## src/rtl/fetch_stage.sv

```systemverilog
`default_nettype none
// ============================================================================
//  Module      : fetch_stage
//  Description : Instruction-fetch front end. Owns the PC, issues reads to a
//                synchronous instruction memory (1-cycle latency), buffers
//                returned instructions in a small FIFO and hands them to
//                decode over a valid/ready handshake. Redirects flush.
//  Revision    : 1.0 - initial release
// ============================================================================
module fetch_stage #(
   parameter int              PC_W     = 8,
   parameter int              INSTR_W  = 19,
   parameter int              DEPTH    = 2,
   parameter logic [PC_W-1:0] RESET_PC = '0
) (
   input  logic                     clk,
   input  logic                     reset,
   output logic                     imem_rd_en,
   output logic [PC_W-1:0]          imem_addr,
   input  logic [INSTR_W-1:0]       imem_rdata,
   input  logic                     redirect_valid,
   input  logic [PC_W-1:0]          redirect_pc,
   input  logic                     fetch_halt,
   output logic                     out_valid,
   input  logic                     out_ready,
   output logic [INSTR_W-1:0]       out_instr,
   output logic [PC_W-1:0]          out_pc,
   output logic [$clog2(DEPTH):0]   fifo_count
);

   localparam int c_aw = $clog2(DEPTH);
   localparam int c_cw = c_aw + 1;

   localparam logic [c_cw:0]   c_depth   = (c_cw + 1)'(DEPTH);
   localparam logic [c_cw-1:0] c_one_cnt = c_cw'(1);
   localparam logic [c_aw-1:0] c_one_ptr = c_aw'(1);
   localparam logic [PC_W-1:0] c_one_pc  = PC_W'(1);

   // Architectural / pipeline state
   logic [PC_W-1:0]    r_pc;
   logic [PC_W-1:0]    r_tag_pc;      // pc of the read whose data lands this cycle
   logic               r_inflight;    // a read was issued on the previous edge
   logic [c_aw-1:0]    r_wr_ptr;
   logic [c_aw-1:0]    r_rd_ptr;
   logic [c_cw-1:0]    r_count;

   // FIFO storage (data only, no reset needed)
   logic [INSTR_W-1:0] r_instr_mem [DEPTH];
   logic [PC_W-1:0]    r_pc_mem    [DEPTH];

   logic               w_nonempty;
   logic               w_out_valid;
   logic               w_pop;
   logic               w_push;
   logic               w_issue;
   logic [c_cw:0]      w_used;
   logic [c_cw-1:0]    w_count_nxt;

   // Handshake, push and credit decisions
   always_comb begin
      w_nonempty  = (r_count != '0);
      // A redirect hides the head entry so nothing transfers that cycle.
      w_out_valid = reset & ~redirect_valid & w_nonempty;
      w_pop       = w_out_valid & out_ready;
      // The only read that can be stale is the one landing during the redirect
      // cycle itself: a redirect cycle never issues, so gating the push here
      // is all the kill logic that is required.
      w_push      = reset & r_inflight & ~redirect_valid;
      // Credit: occupied slots after this cycle's pop, counting the read that
      // is about to land. A same-cycle pop frees its slot immediately so that
      // steady streaming sustains one instruction per cycle.
      w_used      = {1'b0, r_count}
                    + {{c_cw{1'b0}}, r_inflight}
                    - {{c_cw{1'b0}}, w_pop};
      w_issue     = reset & ~redirect_valid & ~fetch_halt & (w_used < c_depth);
   end

   // Next occupancy from push/pop
   always_comb begin
      w_count_nxt = r_count;
      case ({w_push, w_pop})
         2'b10:   w_count_nxt = r_count + c_one_cnt;
         2'b01:   w_count_nxt = r_count - c_one_cnt;
         default: w_count_nxt = r_count;
      endcase
   end

   // PC, inflight tag and FIFO pointer registers
   always_ff @(posedge clk or negedge reset) begin
      if (!reset) begin
         r_pc       <= RESET_PC;
         r_tag_pc   <= '0;
         r_inflight <= 1'b0;
         r_wr_ptr   <= '0;
         r_rd_ptr   <= '0;
         r_count    <= '0;
      end else begin
         r_inflight <= w_issue;
         if (w_issue) begin
            r_tag_pc <= r_pc;
         end
         if (redirect_valid) begin
            r_pc     <= redirect_pc;
            r_wr_ptr <= '0;
            r_rd_ptr <= '0;
            r_count  <= '0;
         end else begin
            if (w_issue) begin
               r_pc <= r_pc + c_one_pc;
            end
            if (w_push) begin
               r_wr_ptr <= r_wr_ptr + c_one_ptr;
            end
            if (w_pop) begin
               r_rd_ptr <= r_rd_ptr + c_one_ptr;
            end
            r_count <= w_count_nxt;
         end
      end
   end

   // Capture returning instruction together with its pc
   always_ff @(posedge clk) begin
      if (w_push) begin
         r_instr_mem[r_wr_ptr] <= imem_rdata;
         r_pc_mem[r_wr_ptr]    <= r_tag_pc;
      end
   end

   // Output drive; empty FIFO presents zeros
   always_comb begin
      imem_rd_en = w_issue;
      imem_addr  = r_pc;
      out_valid  = w_out_valid;
      out_instr  = w_nonempty ? r_instr_mem[r_rd_ptr] : '0;
      out_pc     = w_nonempty ? r_pc_mem[r_rd_ptr]    : '0;
      fifo_count = r_count;
   end

endmodule
`default_nettype wire

```

## config.mk

```make
export PLATFORM = sky130hd
export DESIGN_NAME = fetch_stage
export DESIGN_NICKNAME = d
export VERILOG_FILES = /design/src/rtl/fetch_stage.sv
export SDC_FILE = /design/constraint.sdc
export NUM_CORES = 1
export LEC_CHECK = 0
export CAP_MARGIN = 10
export CORE_MARGIN = 2
export CORE_UTILIZATION = 50
export CTS_CLUSTER_DIAMETER = 40
export DETAILED_ROUTE_END_ITERATION = 6
export GPL_TIMING_DRIVEN = 0
export PLACE_DENSITY = 0.86
export SKIP_CTS_REPAIR_TIMING = 1
export SLEW_MARGIN = 30
export SYNTH_ARGS = -nofsm -noshare
export SYNTH_HDL_FRONTEND = slang
export SYNTH_SLANG_ARGS = --single-unit
```

## constraint.sdc

```tcl
create_clock -name clk -period 4 [get_ports clk]
set_input_delay 0.8 -clock clk [delete_from_list [all_inputs] [get_ports clk]]
set_output_delay 0.8 -clock clk [all_outputs]
set_load 0.02 [all_outputs]
```

==> reports/results.ini, run 1 <==
[synthesis]
ys.flop_type=sky130_fd_sc_hd__edfxtp_1
syn_avg_cell_area_um2=13.6
synth_largest_type_area_fraction_pct=51.3
post_synth_mux_area_share_pct=8.54
yosysTopAreaCell=sky130_fd_sc_hd__edfxtp_1
synth_cell_types=39
synthSimpleGateAreaFrac_pct=12.9
synth_edf_count=54
top_cells_by_instance_count_after_synthesis=54 x sky130_fd_sc_hd__edfxtp_1, 32 x sky130_fd_sc_hd__nor2_1, 28 x sky130_fd_sc_hd__nand2_1
mappedNetlistNets=268
netlist_top_cells_area=sky130_fd_sc_hd__edfxtp_1 51%, sky130_fd_sc_hd__dfrtp_1 17%, sky130_fd_sc_hd__mux2i_1 8.5%
synth-adder-area-share_pct=1.42
largest_family_of_logic_cells_by_synthesized_area=simple AND/OR/NAND/NOR gates
synth.most_common_cell=sky130_fd_sc_hd__edfxtp_1
synth_cells=233
synth-xor-area-share_pct=0.831
synth.yosys.seq_area_share_pct=67.9
synth.yosys.warnings=0
synthesis.area_um2=3160
async_reset_ff_share_pct=28.0
synth_compound_gate_area_share_pct=5.50
yosys_register_bits=75

[route]
antenna_violating_nets_post_route=0
detail_route.wl_per_cell_um=14.6
post-route-drc-count=0
via_per_inst=5.30
drt-initial-drc-count=79
route.final.wire_length_mm=5.86
route.vias.total=2118
drt-pass1-iter-count=4

[clocking]
worstSkewPairLatency_ps=340
clkTransAtPathRegs_ps=70
clockBufferDepth=2
cts_tree=built
cts_inserted_buffers=9
ctsRootBufferMaster=sky130_fd_sc_hd__clkbuf_8
cts_sinks=75
htreeDepth=3

[sta]
report.final.hold_viol_count=0
finalClockSkew_ps=6.33
max-slew-margin-rel_pct=65.2
final.setup.worst_slack_ps=140
tightestPinTransition_ps=522
final-setup-viol-count=0
fmax_mhz=259
setup_total_negative_slack_ps=0
final-max-slew-violation-count=0
share_of_the_clock_period_used_by_the_worst_path_after_layout_pct=96.5
finalCriticalPeriod_ps=3860

[layout]
area_delta_synth_final_pct=34.5
layout.nets=355
antenna-diode-count=0
finalCoreUtilization_pct=70.6
share_of_cells_above_drive_strength_1_pct=12.6

[die]
i_o_pin_cnt=71
floorplan.initialDensity_pct=52.5
die-width_um=83.5
placeableCoreArea_um2=6030
die_area_um2=6980
fp-row-count=28
die-height_um=83.5

[global_route]
grt-ovfl-total=0
antenna_found_initial=0
grt_pass1_wl_mm=9.89
grtUsageTotal_pct=17.9
largest_net_degree_at_the_start_of_global_routing=30
grt_pass1_vias=2166

[setup_path]
critPathLaunchType=input port
worst-endpoint-arrival_ps=3060
crit_path_start=reset
worstSetupEndpointType=primary output
worstReg2RegEnd=imem_addr[6]$_DFFE_PN0P_
r2r_cells=11
critical_path.max_fanout=29
r2r-start=fifo_count[1]$_DFFE_PN0P_
setup_slack_on_the_worst_flop_to_flop_path_ps=1020
setup.worst_path.class=input port to primary output
crit_required_ps=3200

[hold_path]
timing.hold.worst.class=input port to async pin

[placed_design]
hpwl_mm=4.17
place_ws_ps=-818
port_buffers=69
routabilityCongestion=0.827

[run]
maxCapViolCount=0

[power]
ir_worst_vdd_mv=0.205
pwr_density_cell_nw_per_um2=381
p_leak_nw=1.55

[status]
status=completed

==> through the flow <==
step | power, mW | cell area, um^2 | hold slack [ps] | instances
floorplan | 0.971 | 3160 | 442 | 233
global placement | 1.04 | 3950 | 451 | 377
detailed placement | 1.05 | 4000 | 460 | 383
CTS | 1.63 | 4210 | 466 | 399
global route | 1.68 | 4260 | 256 | 400
finish | 1.62 | 4260 | 270 | 400
==> area by class of cell <==
cell class	instances	area, um^2
repair buffers	76	764
fillers	433	1770
flip-flops and latches	75	2150
clock buffers	12	155
well taps	75	93.8
plain buffers	12	78.8
multi-input cells	142	951
inverters	4	15.0
clock inverters	4	50.0
==> cells by family after synthesis <==
family	after synthesis
fa+ha+maj	3
compound gates	25
flops	75
xor+xnor	3
simple gates	84
mux	27
buf+inv	16
==> power breakdown <==
group / internal (mW) / switching, mW
Clock: 0.321 / 0.261
Sequential: 0.870 / 0.0283
Combinational: 0.0759 / 0.0634
Total: 1.27 / 0.353
==> flip-flops by register name, summed over array words and instances, names as in the netlist <==
register     flops
r_tag_pc         8
imem_addr        8
r_rd_ptr         1
fifo_count       2
r_pc_mem        16
r_inflight       1
r_instr_mem     38
r_wr_ptr         1
==> layout by cell type, fill, tap and decap left out, types with 2 or more instances in the layout <==
| cell type | Yosys | final |
|---|---|---|
| sky130_fd_sc_hd__xor2_1 | 2 | 2 |
| sky130_fd_sc_hd__dfrtp_1 | 21 | 21 |
| sky130_fd_sc_hd__clkinvlp_4 | 0 | 2 |
| sky130_fd_sc_hd__buf_2 | 3 | 3 |
| sky130_fd_sc_hd__nor2_1 | 32 | 31 |
| sky130_fd_sc_hd__nand3b_1 | 2 | 2 |
| sky130_fd_sc_hd__clkbuf_1 | 4 | 5 |
| sky130_fd_sc_hd__o21ai_0 | 10 | 10 |
| sky130_fd_sc_hd__buf_6 | 3 | 4 |
| sky130_fd_sc_hd__inv_1 | 4 | 4 |
| sky130_fd_sc_hd__nand2_1 | 28 | 28 |
| sky130_fd_sc_hd__nand3_1 | 3 | 3 |
| sky130_fd_sc_hd__and3_1 | 4 | 4 |
| sky130_fd_sc_hd__buf_4 | 2 | 9 |
| sky130_fd_sc_hd__edfxtp_1 | 54 | 54 |
| sky130_fd_sc_hd__nor3_1 | 3 | 2 |
| sky130_fd_sc_hd__mux2i_1 | 27 | 27 |
| sky130_fd_sc_hd__ha_1 | 2 | 2 |
| sky130_fd_sc_hd__nor3b_1 | 5 | 3 |
| sky130_fd_sc_hd__a221o_1 | 4 | 4 |
| sky130_fd_sc_hd__clkdlybuf4s50_1 | 0 | 66 |
| sky130_fd_sc_hd__clkbuf_8 | 0 | 11 |
==> how the worst max path moves through the flow <==
| stage | to | slack (ps) | cells past startpoint |
|---|---|---|---|
| floorplan | imem_rd_en | 0.3 | 10 |
| global placement | r_instr_mem[1][14]$_DFFE_PP_ | -1870 | 3 |
| detailed placement | imem_rd_en | -820 | 11 |
| CTS | imem_rd_en | -840 | 11 |
| global route | imem_rd_en | -10 | 12 |
| finish | imem_rd_en | 140 | 11 |
==> metal layers <==
metal	share of wire, %	track usage [%]	vias up
li1	-	-	1020
met1	46	23.1	1006
met2	47	29.0	81
met3	5.1	4.75	11
met4	1.9	7.33	0
met5	0	0	-
==> worst max-delay path: stages <==
cell,delay [ps]
sky130_fd_sc_hd__buf_16,160
sky130_fd_sc_hd__nor3b_4,220
sky130_fd_sc_hd__and2_1,160
sky130_fd_sc_hd__ha_1,210
sky130_fd_sc_hd__nand2b_1,160
sky130_fd_sc_hd__fa_1,570
sky130_fd_sc_hd__nand4bb_4,120
sky130_fd_sc_hd__or2_4,280
sky130_fd_sc_hd__inv_1,90
sky130_fd_sc_hd__buf_6,150
sky130_fd_sc_hd__buf_4,150
No activity file was read; power rests on OpenSTA's default activity.
==> inputs of run 2 (changes only) <==
- CTS_CLUSTER_DIAMETER: 40 -> 60
==> results of run 2 <==
Same layout as run 1: the final DEF is identical, and so are final timing and power.
